## src/rtl/mult_accum_unit_if.sv

```systemverilog
// mult_accum_unit_if: operand and result bundle for the multiply-accumulate unit
interface mult_accum_unit_if #(
    parameter int A_WIDTH   = 9,
    parameter int B_WIDTH   = 9,
    parameter int RES_WIDTH = 18
);
    logic signed [A_WIDTH-1:0]   dataa;
    logic signed [B_WIDTH-1:0]   datab;
    logic signed [RES_WIDTH-1:0] result;
    modport master (output dataa, output datab, input result);
    modport slave  (input dataa, input datab, output result);
endinterface

```

## src/rtl/mult_accum_unit.sv

```systemverilog
// mult_accum_unit: 3-stage signed multiply-accumulate (operand regs, product reg, accumulator)
module mult_accum_unit #(
    parameter int A_WIDTH   = 9,
    parameter int B_WIDTH   = 9,
    parameter int RES_WIDTH = 18
) (
    input logic clock0,
    input logic aclr0,
    mult_accum_unit_if.slave bus
);
    logic signed [A_WIDTH-1:0]   r_a;
    logic signed [B_WIDTH-1:0]   r_b;
    logic signed [RES_WIDTH-1:0] r_p;
    logic signed [RES_WIDTH-1:0] r_acc;
    logic signed [RES_WIDTH-1:0] w_a;
    logic signed [RES_WIDTH-1:0] w_b;
    // operands widened first so the product is exact in RES_WIDTH
    assign w_a = RES_WIDTH'(r_a);
    assign w_b = RES_WIDTH'(r_b);
    always_ff @(posedge clock0) begin
        if (aclr0) begin
            r_a   <= '0;
            r_b   <= '0;
            r_p   <= '0;
            r_acc <= '0;
        end else begin
            r_a   <= bus.dataa;
            r_b   <= bus.datab;
            r_p   <= w_a * w_b;
            r_acc <= r_acc + r_p;
        end
    end
    assign bus.result = r_acc;
endmodule

```

## src/flat_wrapper.sv

```systemverilog
// flat-port wrapper written by rule: the top's interface ports become plain ports
module mult_accum_unit_flat 
#(
    parameter int A_WIDTH   = 9,
    parameter int B_WIDTH   = 9,
    parameter int RES_WIDTH = 18
)
  (clock0, aclr0, bus_dataa, bus_datab, bus_result);
  mult_accum_unit_if #(.A_WIDTH(A_WIDTH), .B_WIDTH(B_WIDTH), .RES_WIDTH(RES_WIDTH)) bus_i ();
  input logic clock0;
  input logic aclr0;
  input wire logic [$bits(bus_i.dataa)-1:0] bus_dataa;
  input wire logic [$bits(bus_i.datab)-1:0] bus_datab;
  output wire logic [$bits(bus_i.result)-1:0] bus_result;
  assign bus_i.dataa = bus_dataa;
  assign bus_i.datab = bus_datab;
  assign bus_result = bus_i.result;
  mult_accum_unit #(.A_WIDTH(A_WIDTH), .B_WIDTH(B_WIDTH), .RES_WIDTH(RES_WIDTH)) u_core (.clock0(clock0), .aclr0(aclr0), .bus(bus_i));
endmodule
```

## config.mk

```make
export PLATFORM = sky130hd
export DESIGN_NAME = mult_accum_unit_flat
export DESIGN_NICKNAME = d
export VERILOG_FILES = /design/src/rtl/mult_accum_unit_if.sv /design/src/rtl/mult_accum_unit.sv /design/src/flat_wrapper.sv
export SDC_FILE = /design/constraint.sdc
export NUM_CORES = 1
export LEC_CHECK = 0
export ABC_AREA = 1
export CORE_ASPECT_RATIO = 0.5
export CORE_MARGIN = 2
export CORE_UTILIZATION = 35
export DETAILED_ROUTE_END_ITERATION = 6
export SLEW_MARGIN = 20
export SYNTH_ARGS = -nofsm -noshare
export SYNTH_HDL_FRONTEND = slang
export SYNTH_SLANG_ARGS = --single-unit
```

## constraint.sdc

```tcl
create_clock -name clock0 -period 4.4 [get_ports clock0]
set_input_delay 1.1 -clock clock0 [delete_from_list [all_inputs] [get_ports clock0]]
set_output_delay 1.1 -clock clock0 [all_outputs]
set_load 0.1 [all_outputs]
```

==> flow_results.xml <==
<?xml version="1.0" encoding="UTF-8"?>
<metrics>
  <group name="synthesis">
    <metric name="syn_nets" unit="">894</metric>
    <metric name="syn_avg_cell_area" unit="um2">7.48</metric>
    <metric name="synth_sequential_area_ratio" unit="%">19.3</metric>
    <metric name="postSynthCellCount" unit="">748</metric>
    <metric name="async_flop_share" unit="%">0</metric>
    <metric name="synthesis.area" unit="um2">5590</metric>
    <metric name="synth_enable_flop_cells" unit="">0</metric>
    <metric name="post_synth_num_cell_types" unit="">31</metric>
    <metric name="yosys_most_used_dff" unit="">sky130_fd_sc_hd__dfxtp_1</metric>
    <metric name="ys.warnings.count" unit="">0</metric>
    <metric name="synthesis_stage_register_bit_count" unit="">54</metric>
  </group>
  <group name="sta">
    <metric name="max_slew_margin" unit="%">35.0</metric>
    <metric name="finalHoldWorstSlack" unit="ps">553</metric>
    <metric name="tightestPinTransition" unit="ps">972</metric>
    <metric name="final_worst_clock_skew" unit="ps">10.6</metric>
    <metric name="min_period" unit="ps">4180</metric>
    <metric name="timing.fmax" unit="MHz">239</metric>
    <metric name="period_share" unit="%">95.0</metric>
    <metric name="slew_viol_final" unit="">0</metric>
    <metric name="final_report_setup_violation_count" unit="">0</metric>
    <metric name="hold_viol" unit="">0</metric>
    <metric name="setup_tns" unit="ps">0</metric>
  </group>
  <group name="detailed_routing">
    <metric name="drt_drc_violations_left" unit="">0</metric>
    <metric name="drt-wirelength-per-cell" unit="um">11.9</metric>
    <metric name="detail_route.wirelength" unit="um">11900</metric>
    <metric name="route.vias.total" unit="">4379</metric>
    <metric name="drt_first_pass_iters" unit="">4</metric>
    <metric name="antenna_violating_nets_post_route" unit="">0</metric>
    <metric name="detailedRoute.firstIterationViolations" unit="">192</metric>
    <metric name="vias_per_cell" unit="">4.39</metric>
  </group>
  <group name="placement">
    <metric name="io_buffers" unit="">37</metric>
    <metric name="dp.cells" unit="">988</metric>
    <metric name="placement.cell_area" unit="um2">6290</metric>
    <metric name="finalWeightedCongestion" unit="">0.827</metric>
    <metric name="hpwl_after_dpl" unit="um">10100</metric>
  </group>
  <group name="die">
    <metric name="fp.dieH" unit="um">93.4</metric>
    <metric name="placementRows" unit="">32</metric>
    <metric name="fp.coreArea" unit="um2">15500</metric>
    <metric name="io-pin-count" unit="">38</metric>
    <metric name="die_w" unit="um">183</metric>
    <metric name="fp.dieArea" unit="um2">17100</metric>
    <metric name="start_util" unit="%">36.1</metric>
  </group>
  <group name="critical_path">
    <metric name="r2r-start" unit="">u_core.r_b[8]</metric>
    <metric name="path_delay_family" unit="">adder cells</metric>
    <metric name="timing.critical_path.arrival" unit="ps">4390</metric>
    <metric name="regToRegSetupSlack" unit="ps">220</metric>
    <metric name="critical_path_class" unit="">reg -&gt; reg</metric>
    <metric name="regToRegEndpoint" unit="">u_core.r_p[14]</metric>
    <metric name="endpoint_kind" unit="">register</metric>
    <metric name="critPathMostFrequentCell" unit="">sky130_fd_sc_hd__nand2_1</metric>
    <metric name="crit_path_max_fanout" unit="">9</metric>
    <metric name="crit_start" unit="">u_core.r_b[8]</metric>
    <metric name="setup.worst_path.start_class" unit="">register</metric>
    <metric name="timing.critical_path.slowest_stage_cell" unit="">sky130_fd_sc_hd__fa_1</metric>
    <metric name="worstPathRequired" unit="ps">4610</metric>
    <metric name="timing.critical_path.slowest_cell_delay" unit="ps">510</metric>
    <metric name="worstRegToRegCells" unit="">18</metric>
    <metric name="worstPathCellList" unit="">inv_2 &gt; or2_2 &gt; fa_1 &gt; fa_1 &gt; inv_1 &gt; fa_1 &gt; fa_1 &gt; fa_1 &gt; ha_4 &gt; nand2_1 &gt; nor2_2 &gt; nand2_1 &gt; nand2_1 &gt; nand2_1 &gt; nand2_1 &gt; nand2_1 &gt; nand2_1 &gt; nor2_1</metric>
    <metric name="cp.buffers_inverters" unit="">2</metric>
  </group>
  <group name="final_layout">
    <metric name="fin_cells" unit="">997</metric>
    <metric name="final_net_count" unit="">938</metric>
    <metric name="final_common_cell" unit="">sky130_fd_sc_hd__nand2_1</metric>
    <metric name="area_delta_synth_final" unit="%">17.8</metric>
    <metric name="layout.cells.most_common_list" unit="">sky130_fd_sc_hd__nand2_1 (173), sky130_fd_sc_hd__inv_1 (161), sky130_fd_sc_hd__nor2_1 (78)</metric>
    <metric name="count_of_inserted_antenna_diode_cells" unit="">0</metric>
    <metric name="design_area" unit="um2">6590</metric>
    <metric name="post_route_cells_drive_above_1_share" unit="%">12.0</metric>
  </group>
  <group name="pwr">
    <metric name="static-leakage-power" unit="nW">3.59</metric>
    <metric name="pwr_density_cell" unit="nW/um2">368</metric>
    <metric name="max-vdd-ir-drop" unit="uV">210</metric>
    <metric name="finalPower" unit="mW">2.43</metric>
  </group>
  <group name="cts">
    <metric name="clk_latency" unit="ps">300</metric>
    <metric name="root_buffer" unit="">sky130_fd_sc_hd__clkbuf_16</metric>
    <metric name="tritoncts_num_sinks" unit="">54</metric>
    <metric name="cts_tree" unit="">built</metric>
    <metric name="worst_setup_hold_path_clk_slew" unit="ps">80</metric>
    <metric name="number_of_cts_inserted_buffers" unit="">5</metric>
    <metric name="clock_tree.buffer_depth" unit="">2</metric>
    <metric name="cts_hold_buffers" unit="">0</metric>
    <metric name="clock_tree.htree_level_count" unit="">2</metric>
  </group>
  <group name="grt">
    <metric name="grt_overflow_total" unit="">0</metric>
    <metric name="maximum_number_of_pins_on_one_net_before_global_route_repair" unit="">34</metric>
    <metric name="first_global_vias" unit="">4538</metric>
    <metric name="grt_usage" unit="%">15.1</metric>
    <metric name="grt_pass1_wl" unit="um">20700</metric>
    <metric name="antenna_violations_before_repair" unit="">0</metric>
  </group>
  <group name="job">
    <metric name="cap_violations" unit="">0</metric>
  </group>
  <group name="worst_hold_path">
    <metric name="hold_end" unit="">u_core.bus.result[0]</metric>
    <metric name="min-delay-path-class" unit="">reg -&gt; reg</metric>
    <metric name="min-delay-start" unit="">u_core.r_p[0]</metric>
    <metric name="min_delay_path_depth" unit="">3</metric>
  </group>
  <group name="run_status">
    <metric name="outcome" unit="">finished clean</metric>
  </group>
</metrics>
[cell usage after synthesis, types with 3 or more instances]
cell type | count | share of area, %
sky130_fd_sc_hd__a21oi_1 | 40 | 3.6
sky130_fd_sc_hd__o21ai_2 | 3 | 0.47
sky130_fd_sc_hd__nand3_1 | 19 | 1.7
sky130_fd_sc_hd__o21a_1 | 6 | 0.81
sky130_fd_sc_hd__o21ai_0 | 12 | 1.1
sky130_fd_sc_hd__nand2_1 | 175 | 12
sky130_fd_sc_hd__fa_1 | 71 | 25
sky130_fd_sc_hd__inv_2 | 4 | 0.27
sky130_fd_sc_hd__o21ai_1 | 4 | 0.36
sky130_fd_sc_hd__nor2_2 | 6 | 0.67
sky130_fd_sc_hd__ha_1 | 55 | 12
sky130_fd_sc_hd__dfxtp_1 | 54 | 19
sky130_fd_sc_hd__or2_2 | 3 | 0.34
sky130_fd_sc_hd__clkbuf_1 | 21 | 1.4
sky130_fd_sc_hd__inv_1 | 163 | 11
sky130_fd_sc_hd__nor2_1 | 80 | 5.4
sky130_fd_sc_hd__nand2_2 | 9 | 1.0
sky130_fd_sc_hd__o21bai_1 | 3 | 0.40
[what timing repair did]
action                     in CTS  in global routing
hold endpoints to repair        0                  0
setup buffers                   0                  1
setup endpoints to repair       0                  9
resized for setup               0                 37
[cell families (layout without fill, tap and decap cells)]
family / after synthesis / in the layout / share of synthesized area [%]
compound gates: 72 / 72 / 7.27
xor+xnor: 4 / 4 / 0.627
fa+ha+maj: 126 / 126 / 37.7
buf+inv: 191 / 236 / 12.9
flops: 54 / 54 / 19.3
simple gates: 301 / 301 / 22.1
[layout make-up]
| class | count | area [um2] |
|---|---|---|
| clock buffer | 5 | 125 |
| clock inverter | 3 | 28.8 |
| fill | 1568 | 8900 |
| inverter | 168 | 631 |
| multi-input combinational | 503 | 3910 |
| sequential | 54 | 1100 |
| tap | 204 | 255 |
| timing repair buffer | 60 | 543 |
[per-stage QoR]
| stage | setup WS, ps | util (%) |
|---|---|---|
| 2_1_floorplan | 134 | - |
| 3_3_place_gp | 101 | 40.6 |
| 3_5_place_dp | 42.1 | 40.6 |
| 4_1_cts | 18.2 | 41.6 |
| 5_1_grt | -8.76 | 42.5 |
| 6_report | 220 | 42.5 |
[layer usage]
layer / wire length, um / global-route usage (%) / share of wire [%]
met1: 6010 / 20.4 / 51
met2: 5350 / 26.3 / 45
met3: 361 / 2.18 / 3.0
met4: 134 / 2.87 / 1.1
met5: 0 / 0 / 0
[worst max path at each step]
stage,endpoint,slack [ps],cells after the start
floorplan,u_core.r_p[17],130,16
global placement,u_core.r_p[15],100,18
detailed placement,u_core.r_p[15],40,18
CTS,u_core.r_p[15],20,18
global route,u_core.r_p[17],-9,16
finish,u_core.r_p[14],220,18
[where the power goes]
| part | total, mW | switching (mW) | internal (mW) |
|---|---|---|---|
| combinational | 1.36 | 0.904 | 0.458 |
| clock | 0.422 | 0.205 | 0.218 |
| sequential | 0.643 | 0.0625 | 0.581 |
[flip-flops by register name, summed over array words and instances, names as in the netlist]
name / count
u_core.r_a: 9
u_core.r_p: 18
u_core.r_b: 9
u_core.bus.result: 18
[worst min-delay path, cell delays in order, from the launching register on]
cell                      delay [ps]
sky130_fd_sc_hd__dfxtp_1         320
sky130_fd_sc_hd__ha_1            110
sky130_fd_sc_hd__inv_1            30
sky130_fd_sc_hd__nor2_1           60
No activity file was read; power rests on OpenSTA's default activity.
